## src/rtl/uart_pkg.sv

```systemverilog
// Shared types and helpers for the UART receiver: FSM states, parity-mode codes, majority vote.
// Optional parity support is enabled by defining UART_RX_PARITY_EN.
package uart_pkg;

`ifdef UART_RX_PARITY_EN
  typedef enum logic [2:0] {
    ST_IDLE,
    ST_START,
    ST_DATA,
    ST_PARITY,
    ST_STOP,
    ST_DONE
  } rx_state_e;
`else
  typedef enum logic [2:0] {
    ST_IDLE,
    ST_START,
    ST_DATA,
    ST_STOP,
    ST_DONE
  } rx_state_e;
`endif

  typedef enum logic [1:0] {
    PAR_NONE     = 2'b00,
    PAR_EVEN     = 2'b01,
    PAR_ODD      = 2'b10,
    PAR_NONE_ALT = 2'b11
  } parity_mode_e;

  function automatic logic maj3(input logic a, input logic b, input logic c);
    return (a & b) | (a & c) | (b & c);
  endfunction

endpackage

```

## src/rtl/uart_bit_timer.sv

```systemverilog
// Per-bit cycle counter with mid-bit sample strobes (half-1, half, half+1) and a bit-end strobe.
module uart_bit_timer #(
  parameter int CLKS_PER_BIT = 347
) (
  input  logic clk,
  input  logic rst,
  input  logic clr,
  input  logic en,
  output logic samp_a,
  output logic samp_b,
  output logic samp_c,
  output logic bit_end
);

  localparam int CW   = $clog2(CLKS_PER_BIT);
  localparam int HALF = CLKS_PER_BIT / 2;

  logic [CW-1:0] cnt_q, cnt_d;

  assign bit_end = (cnt_q == CW'(CLKS_PER_BIT - 1));
  assign samp_a  = (cnt_q == CW'(HALF - 1));
  assign samp_b  = (cnt_q == CW'(HALF));
  assign samp_c  = (cnt_q == CW'(HALF + 1));

  // NOTE: give every always_comb output a default first so no path leaves it unassigned (no latch).
  always_comb begin
    cnt_d = cnt_q;
    if (clr)     cnt_d = '0;
    else if (en) cnt_d = bit_end ? '0 : cnt_q + 1'b1;
  end

  // NOTE: sequential state uses <= only, so all flops update together from pre-edge values.
  always_ff @(posedge clk) begin
    if (rst) cnt_q <= '0;
    else     cnt_q <= cnt_d;
  end

endmodule

```

## src/rtl/uart_rx_core.sv

```systemverilog
// UART receiver: 2-flop synchroniser, majority-of-3 bit sampling, registered output with overrun.
// Define UART_RX_PARITY_EN to enable the parity bit; otherwise parity_mode is ignored.
module uart_rx_core
  import uart_pkg::*;
#(
  parameter int CLKS_PER_BIT = 347,
  parameter int DATA_BITS    = 8,
  parameter int STOP_BITS    = 1
) (
  input  logic                 clk,
  input  logic                 rst,
  input  logic                 rxd,
  input  logic [1:0]           parity_mode,
  output logic [DATA_BITS-1:0] rx_data,
  output logic                 rx_valid,
  input  logic                 rx_ready,
  output logic                 frame_err,
  output logic                 parity_err,
  output logic                 overrun,
  output logic                 busy
);

  rx_state_e            state_q, state_d;
  logic [1:0]           sync_q, sync_d;
  logic                 rxd_prev_q;
  logic [1:0]           samp_q, samp_d;
  logic [DATA_BITS-1:0] shift_q, shift_d;
  logic [3:0]           bit_cnt_q, bit_cnt_d;
  logic                 ferr_q, ferr_d;
  logic [DATA_BITS-1:0] rx_data_q, rx_data_d;
  logic                 rx_valid_q, rx_valid_d;
  logic                 frame_err_q, frame_err_d;
  logic                 overrun_q, overrun_d;
  logic                 perr_w;

  logic rxd_s, start_edge, maj;
  logic samp_a, samp_b, samp_c, bit_end;

  assign rxd_s      = sync_q[1];
  assign start_edge = rxd_prev_q & ~rxd_s;
  assign maj        = maj3(samp_q[0], samp_q[1], rxd_s);

  uart_bit_timer #(.CLKS_PER_BIT(CLKS_PER_BIT)) u_timer (
    .clk     (clk),
    .rst     (rst),
    .clr     ((state_q == ST_IDLE) && !start_edge),
    .en      (1'b1),
    .samp_a  (samp_a),
    .samp_b  (samp_b),
    .samp_c  (samp_c),
    .bit_end (bit_end)
  );

`ifdef UART_RX_PARITY_EN
  parity_mode_e pmode_q, pmode_d;
  logic         perr_q, perr_d, parity_on;
  logic         parity_err_q, parity_err_d;

  assign parity_on = (pmode_q == PAR_EVEN) || (pmode_q == PAR_ODD);
  assign perr_w    = perr_q;
  assign parity_err = parity_err_q;

  always_comb begin
    pmode_d      = pmode_q;
    perr_d       = perr_q;
    parity_err_d = parity_err_q;
    if (state_q == ST_IDLE && start_edge) perr_d = 1'b0;
    if (state_q == ST_START && bit_end)   pmode_d = parity_mode_e'(parity_mode);
    if (state_q == ST_PARITY && samp_c)
      perr_d = (pmode_q == PAR_EVEN) ? (^shift_q ^ maj) : ~(^shift_q ^ maj);
    if (state_q == ST_DONE) parity_err_d = perr_q;
  end

  always_ff @(posedge clk) begin
    if (rst) begin
      pmode_q      <= PAR_NONE;
      perr_q       <= 1'b0;
      parity_err_q <= 1'b0;
    end else begin
      pmode_q      <= pmode_d;
      perr_q       <= perr_d;
      parity_err_q <= parity_err_d;
    end
  end
`else
  logic unused_parity_mode;
  assign unused_parity_mode = ^parity_mode;
  assign perr_w     = 1'b0;
  assign parity_err = 1'b0;
`endif

  always_comb begin
    sync_d    = {sync_q[0], rxd};
    samp_d    = samp_q;
    state_d   = state_q;
    shift_d   = shift_q;
    bit_cnt_d = bit_cnt_q;
    ferr_d    = ferr_q;
    if (samp_a) samp_d[0] = rxd_s;
    if (samp_b) samp_d[1] = rxd_s;

    case (state_q)
      ST_IDLE: begin
        if (start_edge) begin
          state_d   = ST_START;
          bit_cnt_d = '0;
          ferr_d    = 1'b0;
        end
      end
      ST_START: begin
        if (samp_c && maj) begin
          state_d = ST_IDLE;
        end else if (bit_end) begin
          state_d   = ST_DATA;
          bit_cnt_d = '0;
        end
      end
      ST_DATA: begin
        if (samp_c) begin
          shift_d   = {maj, shift_q[DATA_BITS-1:1]};
          bit_cnt_d = bit_cnt_q + 4'd1;
        end
        if (bit_end && bit_cnt_q == 4'(DATA_BITS)) begin
          bit_cnt_d = '0;
`ifdef UART_RX_PARITY_EN
          state_d   = parity_on ? ST_PARITY : ST_STOP;
`else
          state_d   = ST_STOP;
`endif
        end
      end
`ifdef UART_RX_PARITY_EN
      ST_PARITY: begin
        if (bit_end) state_d = ST_STOP;
      end
`endif
      ST_STOP: begin
        // Leave at the last stop-bit decision so a following start edge is seen from IDLE.
        if (samp_c) begin
          if (!maj) ferr_d = 1'b1;
          bit_cnt_d = bit_cnt_q + 4'd1;
          if (bit_cnt_q == 4'(STOP_BITS - 1)) state_d = ST_DONE;
        end
      end
      ST_DONE: state_d = ST_IDLE;
      default: state_d = ST_IDLE;
    endcase
  end

  always_comb begin
    rx_data_d   = rx_data_q;
    rx_valid_d  = rx_valid_q;
    frame_err_d = frame_err_q;
    overrun_d   = overrun_q;
    if (rx_valid_q && rx_ready) rx_valid_d = 1'b0;
    if (state_q == ST_DONE) begin
      rx_data_d   = shift_q;
      frame_err_d = ferr_q;
      rx_valid_d  = 1'b1;
      if (rx_valid_q && !rx_ready) overrun_d = 1'b1;
    end
  end

  always_ff @(posedge clk) begin
    if (rst) begin
      state_q     <= ST_IDLE;
      sync_q      <= 2'b11;
      rxd_prev_q  <= 1'b1;
      samp_q      <= '0;
      shift_q     <= '0;
      bit_cnt_q   <= '0;
      ferr_q      <= 1'b0;
      rx_data_q   <= '0;
      rx_valid_q  <= 1'b0;
      frame_err_q <= 1'b0;
      overrun_q   <= 1'b0;
    end else begin
      state_q     <= state_d;
      sync_q      <= sync_d;
      rxd_prev_q  <= rxd_s;
      samp_q      <= samp_d;
      shift_q     <= shift_d;
      bit_cnt_q   <= bit_cnt_d;
      ferr_q      <= ferr_d;
      rx_data_q   <= rx_data_d;
      rx_valid_q  <= rx_valid_d;
      frame_err_q <= frame_err_d;
      overrun_q   <= overrun_d;
    end
  end

  assign rx_data   = rx_data_q;
  assign rx_valid  = rx_valid_q;
  assign frame_err = frame_err_q;
  assign overrun   = overrun_q;
  assign busy      = (state_q != ST_IDLE);

  logic unused_perr;
  assign unused_perr = perr_w;

endmodule
```

## config.mk

```make
export PLATFORM = sky130hd
export DESIGN_NAME = uart_rx_core
export DESIGN_NICKNAME = d
export VERILOG_FILES = /design/src/rtl/uart_pkg.sv /design/src/rtl/uart_bit_timer.sv /design/src/rtl/uart_rx_core.sv
export SDC_FILE = /design/constraint.sdc
export NUM_CORES = 1
export LEC_CHECK = 0
export ABC_AREA = 0
export CAP_MARGIN = 20
export CORE_MARGIN = 4
export CORE_UTILIZATION = 38
export CTS_CLUSTER_DIAMETER = 50
export DETAILED_ROUTE_END_ITERATION = 6
export PLACE_DENSITY_LB_ADDON = 0.25
export SYNTH_ARGS = -nofsm -noshare
export SYNTH_HDL_FRONTEND = slang
export SYNTH_SLANG_ARGS = --single-unit
```

## constraint.sdc

```tcl
create_clock -name clk -period 2.75 [get_ports clk]
set_clock_uncertainty 0.15 [all_clocks]
set_input_delay 0.275 -clock clk [delete_from_list [all_inputs] [get_ports clk]]
set_output_delay 0.275 -clock clk [all_outputs]
set_load 0.01 [all_outputs]
```

[Word-level counts from Yosys, hierarchy flattened]
Cells that the tools add are included.
Word-level totals
  register bits: 41
  latch bits: 0
  RAM bits: 0
  memory bits (read-only): 0
  input bits: 6
  output and inout bits: 13
  logic and storage cells: 77
  memories kept: 0
Cells by class
  add/subtract/negate cells: 2
  $mul: 0
  div/mod/pow operators: 0
  order comparisons: 0
  equality and inequality tests: 17
  shifts and indexed selects: 0
  muxes and demuxes: 19
  bitwise gates (word level): 7
  reductions and logical operators: 19
Operators by type and width (number)
  == test 9 x 8 -> 1 bit, second input constant: 3
  two-way mux 4 bit: 5
  two-way mux 3 bit: 6
  one-hot mux 4 bit (4 select lines): 1
  inequality test 2 bit, second input constant: 7
  one-hot mux 3 bit (4 select lines): 1
  adder 9 x 1 -> 9 bit, second input constant: 1
  == test 9 bit, second input constant: 1
  AND reduction 4 bit: 2
  == test 3 x 2 -> 1 bit, second input constant: 2
  logical AND 1 bit: 5
  two-way mux 1 bit: 5
  AND reduction 5 bit: 1
  adder 4 x 1 -> 4 bit, second input constant: 1
  AND 1 bit: 4
  == test 4 bit, second input constant: 1
  zero test 4 bit: 1
  AND reduction 2 bit: 2
  nonzero test 2 bit: 2
  nonzero test 4 bit: 1
  == test 3 x 1 -> 1 bit, second input constant: 1
  == test 3 bit, second input constant: 1
  zero test 3 bit: 1
  inequality test 3 bit, second input constant: 1
  6 further kinds: 8

[Depth between registers and ports, before layout]
Gate-level depths: netlist (run 1).
  word-level depth: 6
  mapped depth: 7
  gate-level depth less buffers: 7

[Modules after synthesis]
From an unflattened synthesis (run 1), not the netlist that was laid out.
Second synthesis, totals
  cell total of the unflattened synthesis: 229
  area, all modules: 1949.4 um^2
By module, submodules not included
  uart_rx_core: times used 1, cells each 169, area each 1420.1 um^2, seq. area each 640.6 um^2
  uart_bit_timer: times used 1, cells each 60, area each 529.3 um^2, seq. area each 180.2 um^2

[Worst setup path before layout (run 1)]
Ideal clock, no wire load.
  path type: reg-to-reg
  start point: register u_timer.cnt_q[0]
  end point: register state_q[0]
  library setup time: 121 ps
  data arrival time: 1733 ps
  data required time: 2479 ps
  path slack: 746 ps
  cell stages (with the launch flop): 8
  buffers on the path: 0
  clock period less this slack: 2004 ps
  cells stage by stage: dfxtp_1 -> inv_1 -> ha_1 -> and4b_2 -> a211oi_2 -> a2bb2oi_1 -> nor2_2 -> mux2_4
Between the ends
  longest elaborated chain between the ends: 4
  elaborated cells between the ends (all ways): 10
  classes of those cells: eq/ne: 5; mux: 2; reduce/logical: 3
Ends and longest elaborated chain
  start: declaration: line uart_bit_timer.sv:18  | logic [CW-1:0] cnt_q, cnt_d;
  start signal: assignment: line uart_bit_timer.sv:35  | else cnt_q <= cnt_d;
  == test 9 x 8 -> 1 bit or == test 9 bit (tied branches): line uart_bit_timer.sv:23, uart_bit_timer.sv:20
  logical AND 1 bit (on tied branches): line uart_rx_core.sv:111, uart_rx_core.sv:123
  inequality test 3 bit (no line) (tied with other cells)
  AND reduction 5 bit (no line) or one-hot mux 3 bit (4 select lines) (tied branches)
  end signal: assignment: line uart_rx_core.sv:178  | state_q <= state_d;
  end: declaration: line uart_rx_core.sv:23  | rx_state_e state_q, state_d;
Parallel ways exist; a longest one is shown, timed or not.
A chain may end at the register's enable or synchronous reset.

[Worst setup path in the final report (run 1)]
  start point: register state_q[2]
  end point: output busy
Between the ends
  longest elaborated chain between the ends: 1
Ends and longest elaborated chain
  nonzero test 3 bit: line uart_rx_core.sv:196  | assign busy = (state_q != ST_IDLE);
  end: declaration: line uart_rx_core.sv:20  | output logic busy
No other way between the ends.

==> metrics.md, run 1 <==
| Metric | Value |
|---|---|
| Post-CTS Setup Bufs | 0 |
| Clk_lat worst skew | 290 ps |
| Average size of a mapped cell | 9.120 um2 |
| Rows | 25 |
| WL met1 | 1597 um |
| Sequential cell area fraction in the yosys report | 44.12% |
| Die ar. | 0.006079 mm2 |
| Most frequent cells after synthesis | 41 x dfxtp_1, 28 x nor2_1, 25 x nand2_1, 12 x a21oi_1, 11 x mux2i_1 |
| Global route total overflow | 0 |
| Setup TNS | 0 ps |
| Worst Path Required | 2330 ps |
| Ys Warns | 0 |
| DRT Wirelength | 3280 um |
| Worst Setup End Kind | primary output |
| Port bufs | 15 |
| Final nets | 231 |
| Wire length on met3 | 99 um |
| Final core utilization | 46.07% |
| DRT antenna net count | 0 |
| Htree depth | 2 |
| Initial antenna violation count | 0 |
| Non-filler cells, final | 287 |
| Total power | 0.001287 W |
| Hold WS | 256.5 ps |
| Detailed-route via count | 1377 |
| Area contributors post-synth | dfxtp_1 44%, mux2i_1 5.9%, nor2_1 5.6%, nand2_1 5.0%, ha_1 4.0% |
| Ys flop type | dfxtp_1 |
| Num CTS Buffers | 5 |
| Status | finished clean |
| Synth top area share | 44.12% |
| Crit path cell chain | or3_1, clkdlybuf4s50_1 |
| Placed cells | 279 |
| Die Span Y | 77.97 um |
| Post-Synthesis Cells | 204 |
| Initial Utilization | 39.39% |
| CP arrival | 1740 ps |
| Endpoints failing hold | 0 |
| Reg clk slew, reported paths | 80 ps |
| Initial DRC Count | 63 |
| GPL Wtd Cong | 0.7856 |
| Worst vdd ir | 0.0003094 V |
| Layout cell share with drive strength beyond 1 | 10.45% |
| DRC violations left | 0 |
| Hold WC Path Type | reg2reg |
| Period utilization | 78.65% |
| Area Growth Syn to Fin | 16.95% |
| Yosys top cell by area | dfxtp_1 |
| Leak | 0.7377 nW |
| Final setup viols | 0 |
| Largest net degree at the start of global routing | 16 |
| Slowest cell on crit path | clkdlybuf4s50_1 |
| WL met2 | 1534 um |
| Yosys cell types | 45 |
| Final HPWL DP | 2324 um |
| Most frequent cell after synthesis | dfxtp_1 |
| First-pass GRT wire length | 5699 um |
| Slew headroom | 51.89% |
| Fmax | 0.4623 GHz |
| CP max stage delay | 510 ps |
| CTS Buffer Depth | 2 |
| Vias in the first global route | 1262 |
| Syn_nets | 216 |
| Num ports | 19 |
| Max-cap violations | 0 |
| Post-Syn Area | 0.001861 mm2 |
| CORE AREA | 0.004723 mm2 |
| CTS tree | built |
| Top Metal Used | met4 |
| Pwr Density | 591.7 mW/mm2 |
| Vias per cell | 4.798 |
| Synth async-reset ratio | 0% |
| Clock Sink Count | 41 |
| Crit Path Category | reg2out |
| Crit-path max FO | 11 |
| Post-cts resize count | 0 |
| Die Wd | 77.97 um |
| Drt pass-1 iters | 4 |
| EDFF count, synth | 0 |
| Antenna cell count | 0 |
| CTS root buf | clkbuf_8 |
| Slew @ Worst Pin | 718.6 ps |
| Crit path time final | 2163 ps |
| Routed wire per std cell | 11.43 um |
| Tot GR Track Use | 11.58% |
| Slew Limit Fails | 0 |
| Critical Path Source Type | flip-flop |
| Cts hold-fix bufs | 0 |
| Unrepaired setup endpoints after global routing | false |
| Register bit count reported by yosys | 41 |
==> logic make-up (layout without fill, tap and decap cells) <==
group,Yosys count,in the layout,synth area share (%)
AOI/OAI and AO/OA,24,24,8.406
xor gates and xnor gates,10,10,4.707
adders and majority gates,7,7,4.573
buffers and inverters,17,33,4.236
DFF,41,41,44.12
muxes,12,12,6.725
other,1,1,0.2016
and+or+nand+nor,92,92,27.03
==> stage by stage <==
stage	area (um2)	worst slack [ps]
floorplan	1861	746.0
global placement	2061	583.6
detailed placement	2061	568.5
CTS	2176	576.0
global route	2176	408.7
finish	2176	587.1
==> cell type report <==
cell class,count,area [um2]
fill,468,2547
multi-input combinational,146,960.9
sequential,41,820.8
timing repair buffer,17,165.2
tap,67,83.83
clock buffer,5,68.82
clock inverter,3,46.29
inverter,8,30.03
==> flip-flops by register name, indices dropped and copies added, names as in the netlist <==
signal         count
bit_cnt_q          4
rx_valid           1
ferr_q             1
samp_q             2
u_timer.cnt_q      9
state_q            3
rx_data            8
rxd_prev_q         1
shift_q            8
frame_err          1
overrun            1
sync_q             2
==> worst paths after layout <==
kind | from | to | slack [ps] | cells after the start
hold / removal | sync_q[0] | sync_q[1] | 260 | 1
setup reg to reg | u_timer.cnt_q[0] | state_q[0] | 590 | 7
setup / recovery | state_q[2] | busy | 590 | 2
hold reg to reg | sync_q[0] | sync_q[1] | 260 | 1
==> metal layers <==
metal | global-route usage [%] | vias up
li1 | - | 719
met1 | 14.65 | 639
met2 | 18.15 | 14
met3 | 3.364 | 5
met4 | 5.245 | 0
met5 | 0 | -
==> cell usage in the layout (no fill, tap or decap), types with 2 or more instances in the layout <==
cell	count
clkbuf_8	5
a21oi_1	12
nand3b_1	2
xnor2_1	4
inv_1	8
nor3_1	2
buf_4	2
nand2b_1	3
a31oi_1	3
and2_1	2
nand4_1	5
nor4_1	2
and3_1	2
o21ai_0	3
clkdlybuf4s50_1	15
or2_2	3
nand3_1	2
xor2_1	6
or3_1	3
nor2_1	28
nand2_1	25
ha_1	6
nor2b_1	3
dfxtp_1	41
mux2i_1	11
==> report_power, final <==
group          switching (W)  internal (W)  leakage (nW)  total (W)
logic              0.0000857     0.0000733         0.352   0.000159
registers          0.0000385      0.000607         0.331   0.000646
clock network       0.000211      0.000272        0.0543   0.000483
total               0.000336      0.000952         0.738    0.00129
==> critical path, delay by kind of cell (launching register included) <==
| kind | cells | cell delay (ps) |
|---|---|---|
| buffers and inverters | 1 | 510 |
| and+or+nand+nor | 1 | 490 |
| DFF | 1 | 450 |
Power figures use the tool's default switching activity.
==> run 2: changes to the inputs <==
==> constraint.sdc (replaced) <==
create_clock -name clk -period 1.82 [get_ports clk]
set_clock_uncertainty 0.15 [all_clocks]
set_input_delay 0.182 -clock clk [delete_from_list [all_inputs] [get_ports clk]]
set_output_delay 0.182 -clock clk [all_outputs]
set_load 0.01 [all_outputs]
==> run 2 against run 1 <==
The flow now finishes with violations (negative setup slack). Core utilization increased by 3.7 points. Hold slack improved by 9.6 ps. Non-clock buffer count is 17 higher. Combinational power increased by 93%. Highest routed layer unchanged.
==> metrics.md, run 2 (synthesis results as in run 1) <==
| Metric | Value |
|---|---|
| Status | finished, violations left |
| Violated checks | negative setup slack |
| GR Layer Usage met2 | 18.49% |
| Met3 Use GR | 3.248% |
| Die Wd | 77.97 um |
| Leak | 0.8405 nW |
| Critical Path Source Type | flip-flop |
| Final setup viols | 1 |
| Detailed-route via count | 1407 |
| Crit path time final | 1828 ps |
| Period utilization | 100.4% |
| CORE AREA | 0.004723 mm2 |
| DRC violations left | 0 |
| Endpoints failing hold | 0 |
| Top reg by flops | u_timer.cnt_q |
| Hold WC Path Type | reg2reg |
| Layout cell share with drive strength beyond 1 | 19.83% |
| Final nets | 248 |
| Setup TNS | -7.650 ps |
| Final core utilization | 49.77% |
| Total power | 0.001978 W |
| Global route total overflow | 0 |
| Slew Limit Fails | 0 |
| Commonest non-fill, non-tap cell in the layout | dfxtp_1 |
| Max-cap violations | 0 |
| GRT Max-Usage Layer | met2 |
| CP arrival | 1870 ps |
| Unrepaired setup endpoints after global routing | true |
| DRT Wirelength | 3400 um |
| Crit Path Category | reg2reg |
| First-pass GRT wire length | 6065 um |
| Largest net degree at the start of global routing | 24 |
| DRT antenna net count | 0 |
| Antenna cell count | 0 |
| Cts hold-fix bufs | 0 |
| Worst vdd ir | 0.0003294 V |
| Crit-path max FO | 5 |
| Final HPWL DP | 2406 um |
| Num ports | 19 |
| CTS Buffer Depth | 2 |
| CTS root buf | clkbuf_8 |
| Num CTS Buffers | 5 |
| Port bufs | 15 |
| Clk_lat worst skew | 300 ps |
| Area Growth Syn to Fin | 26.36% |
| Worst r2r src | u_timer.cnt_q[0] |
| Clock Sink Count | 41 |
| Initial DRC Count | 35 |
| Fmax | 0.5472 GHz |
| Most frequent cells in the layout | 39 x dfxtp_1, 28 x nor2_1, 25 x nand2_1, 18 x buf_4, 14 x clkdlybuf4s50_1 |
| Reg clk slew, reported paths | 80 ps |
| Tot GR Track Use | 12.43% |
| Initial Utilization | 39.39% |
| Htree depth | 2 |
| HP Start | sync_q[0] |
| Rows | 25 |
| Routed wire per std cell | 11.18 um |
| Worst Setup End Kind | flip-flop |
| Critical Path Start | u_timer.cnt_q[0] |
| Slowest cell on crit path | dfxtp_4 |
| Die ar. | 0.006079 mm2 |
| Post-CTS Setup Bufs | 0 |
| Pwr Density | 841.2 mW/mm2 |
| Grt met1 use | 16.73% |
| Largest register FFs | 9 |
| CTS tree | built |
| FILL cells | 459 |
| Die Span Y | 77.97 um |
| Drt pass-1 iters | 4 |
| Pre-CTS setup slack | -8.054 ps |
| GPL Wtd Cong | 0.8046 |
| Vias in the first global route | 1348 |
| Worst Path Required | 1860 ps |
| Initial antenna violation count | 0 |
| Vias per cell | 4.628 |
| Setup ws final | -7.650 ps |
| Crit path cell chain | inv_4, ha_4, and4b_2, nand4_1, a41o_1, nor2_2, mux2_4 |
| CP max stage delay | 350 ps |
run 2: final timing paths:
path	to	slack (ps)	cells past startpoint
worst max-delay path	state_q[0]	-8	7
worst max register to register	state_q[0]	-8	7
worst min register to register	sync_q[1]	270	1
worst min-delay path	sync_q[1]	270	1
run 2: metal layers:
layer	vias up	wire (um)
met5	-	0
met4	0	73
met3	6	111
met2	16	1527
met1	631	1687
li1	754	-
run 2: repair_timing:
| action | in CTS | in global routing |
|---|---|---|
| gates cloned | 0 | 0 |
| pin swaps | 1 | 2 |
| endpoints found under the hold margin | 0 | 0 |
| resized for setup | 3 | 2 |
| endpoints found under the setup margin | 3 | 14 |
run 2: through the flow:
step	std cells	area, um2	hold slack, ps
after detailed placement	296	2226	243.3
after global placement	296	2226	241.1
after floorplan	204	1886	135.8
after CTS	304	2346	266.4
after global routing	304	2351	313.0
final	304	2351	266.1
run 2: report_power, final:
part           switching [W]  internal (W)
logic               0.000166      0.000141
registers          0.0000342      0.000923
clock network       0.000323      0.000391
run 2: layout make-up:
type,count,area [um2],share of cell area [%]
flip-flops and latches,41,825.8,35.13
well taps,67,83.83,3.566
multi-input cells,146,989.7,42.10
inverters,8,32.53,1.384
repair buffers,34,304.0,12.93
clock buffers,7,107.6,4.577
clock inverters,1,7.507,0.3193
run 2: critical path: cells and delay by family, from the launching register on:
kind                       cells  cell delay (ps)
AOI/OAI and AO/OA              1              210
adders and majority gates      1              130
buffers and inverters          1               60
DFF                            1              350
muxes                          1              310
and+or+nand+nor                3              520
==> run 3: changes to the inputs <==
--- a/config.mk
+++ b/config.mk
@@ -7,6 +7,8 @@
 export LEC_CHECK = 0
 export ABC_AREA = 0
 export CAP_MARGIN = 20
+export CELL_PAD_IN_SITES_DETAIL_PLACEMENT = 1
+export CELL_PAD_IN_SITES_GLOBAL_PLACEMENT = 1
 export CORE_MARGIN = 4
 export CORE_UTILIZATION = 38
 export CTS_CLUSTER_DIAMETER = 50
==> constraint.sdc (replaced) <==
create_clock -name clk -period 1.65 [get_ports clk]
set_clock_uncertainty 0.15 [all_clocks]
set_input_delay 0.165 -clock clk [delete_from_list [all_inputs] [get_ports clk]]
set_output_delay 0.165 -clock clk [all_outputs]
set_load 0.01 [all_outputs]
==> run 3 against run 2 <==
The run still ends with negative setup slack left. Sequential share of layout area is 2.3 points lower. Clock power is 7.0% lower. Combinational power is 65% higher. First-iteration DRC count is 97% higher. Via count is 12% higher. Design area is 7.1% higher. Cell count is 4.6% higher. Core utilization is 3.5 points higher. Fmax is 4.6% lower. Clock-buffer cell count is 2 lower. Flip-flop and latch count stayed put.
==> metrics.md, run 3 (synthesis results as in run 1) <==
| Metric | Value |
|---|---|
| Top reg by flops | u_timer.cnt_q |
| Tot GR Track Use | 16.46% |
| Antenna cell count | 0 |
| DRC violations left | 0 |
| Clk_lat worst skew | 290 ps |
| Crit Path Category | reg2reg |
| Worst vdd ir | 0.0005489 V |
| Setup ws final | -266.0 ps |
| CORE AREA | 0.004723 mm2 |
| Htree depth | 2 |
| Critical Path Source Type | flip-flop |
| Slew Limit Fails | 0 |
| Largest register FFs | 9 |
| Reg area | 827.0 um2 |
| Commonest non-fill, non-tap cell in the layout | dfxtp_1 |
| First-pass GRT wire length | 7935 um |
| Num ports | 19 |
| Initial DRC Count | 69 |
| Final core utilization | 53.30% |
| Drt pass-1 iters | 4 |
| Largest net degree at the start of global routing | 16 |
| Port bufs | 15 |
| CTS tree | built |
| Worst Setup End Kind | flip-flop |
| DRT antenna net count | 0 |
| Violated checks | negative setup slack |
| Cts hold-fix bufs | 0 |
| Vias in the first global route | 1632 |
| Global route total overflow | 0 |
| Reg clk slew, reported paths | 80 ps |
| Max-cap violations | 0 |
| Layout cell share with drive strength beyond 1 | 28.69% |
| Final HPWL DP | 3358 um |
| Most frequent cells in the layout | 38 x dfxtp_1, 30 x buf_4, 27 x nor2_1, 23 x nand2_1, 14 x clkdlybuf4s50_1 |
| Crit-path max FO | 5 |
| Pwr Density | 883.2 mW/mm2 |
| Status | finished, violations left |
| Routed wire per std cell | 14.33 um |
| Vias per cell | 4.962 |
| Num CTS Buffers | 5 |
| Leak | 0.9205 nW |
| Initial antenna violation count | 0 |
| CP arrival | 1950 ps |
| Rows | 25 |
| Hold WS | 266.6 ps |
| Final setup viols | 16 |
| Hold WC Path Type | reg2reg |
| CTS Buffer Depth | 2 |
| Worst Path Required | 1690 ps |
| Die ar. | 0.006079 mm2 |
| GPL Wtd Cong | 0.9026 |
| CTS root buf | clkbuf_8 |
| Die Wd | 77.97 um |
| DRT Wirelength | 4557 um |
| Fmax | 0.5219 GHz |
| Initial Utilization | 39.39% |
| Die Span Y | 77.97 um |
| Period utilization | 116.1% |
| Area Growth Syn to Fin | 35.31% |
| Final nets | 262 |
| Clock Sink Count | 41 |
| Unrepaired setup endpoints after global routing | true |
| Detailed-route via count | 1578 |
| Multi-input combinational cell area | 0.001069 mm2 |
| FILL cells | 541 |
| Crit path time final | 1916 ps |
| Endpoints failing hold | 0 |
run 3: area by class of cell:
type | instances | area share [%]
clock buffers | 5 | 2.734
clock inverters | 3 | 0.7952
inverters | 8 | 1.292
multi-input cells | 146 | 42.45
flip-flops and latches | 41 | 32.85
well taps | 67 | 3.330
repair buffers | 48 | 16.55
run 3: worst paths after layout:
check | start | to | depth (start not counted) | slack, ps
min | sync_q[0] | sync_q[1] | 1 | 270
max | u_timer.cnt_q[7] | state_q[0] | 5 | -270
min reg2reg | sync_q[0] | sync_q[1] | 1 | 270
max reg2reg | u_timer.cnt_q[7] | state_q[0] | 5 | -270
run 3: per-stage QoR:
| step | TNS, ps | setup WS [ps] | total power (W) | std cells | cell area (um2) |
|---|---|---|---|---|---|
| floorplan | -434.8 | -191.0 | 0.001310 | 204 | 1893 |
| global placement | -845.2 | -170.5 | 0.001448 | 304 | 2293 |
| detailed placement | -1972 | -211.1 | 0.001469 | 304 | 2293 |
| CTS | -2223 | -243.9 | 0.002159 | 316 | 2450 |
| global route | -3613 | -325.3 | 0.002335 | 318 | 2517 |
| finish | -2125 | -266.0 | 0.002223 | 318 | 2517 |
run 3: layer usage:
metal  vias to the layer above  track usage [%]  wire, um
met2                        24            29.02      2320
met5                         -                0         0
met1                       765            19.33      2028
li1                        784                -         -
met4                         0            5.245        59
met3                         5            4.292       150
run 3: repair_timing:
action,CTS,global route
resized for setup,10,12
endpoints found under the setup margin,26,28
pin swaps,4,6
hold endpoints to repair,0,0
buffers inserted,4,3
run 3: worst max-delay path: stages, from the launching register on:
cell and delay, ps:
dfxtp_1 330, and4bb_2 470, nand4_1 180, a41o_1 260
nor2_4 110, mux2_4 300
run 3: power by group:
group	switching [W]	leakage [nW]	internal [W]
sequential	0.0000380	0.333	0.00101
clock	0.000363	0.0489	0.000301
combinational	0.000262	0.539	0.000245
total	0.000663	0.921	0.00156
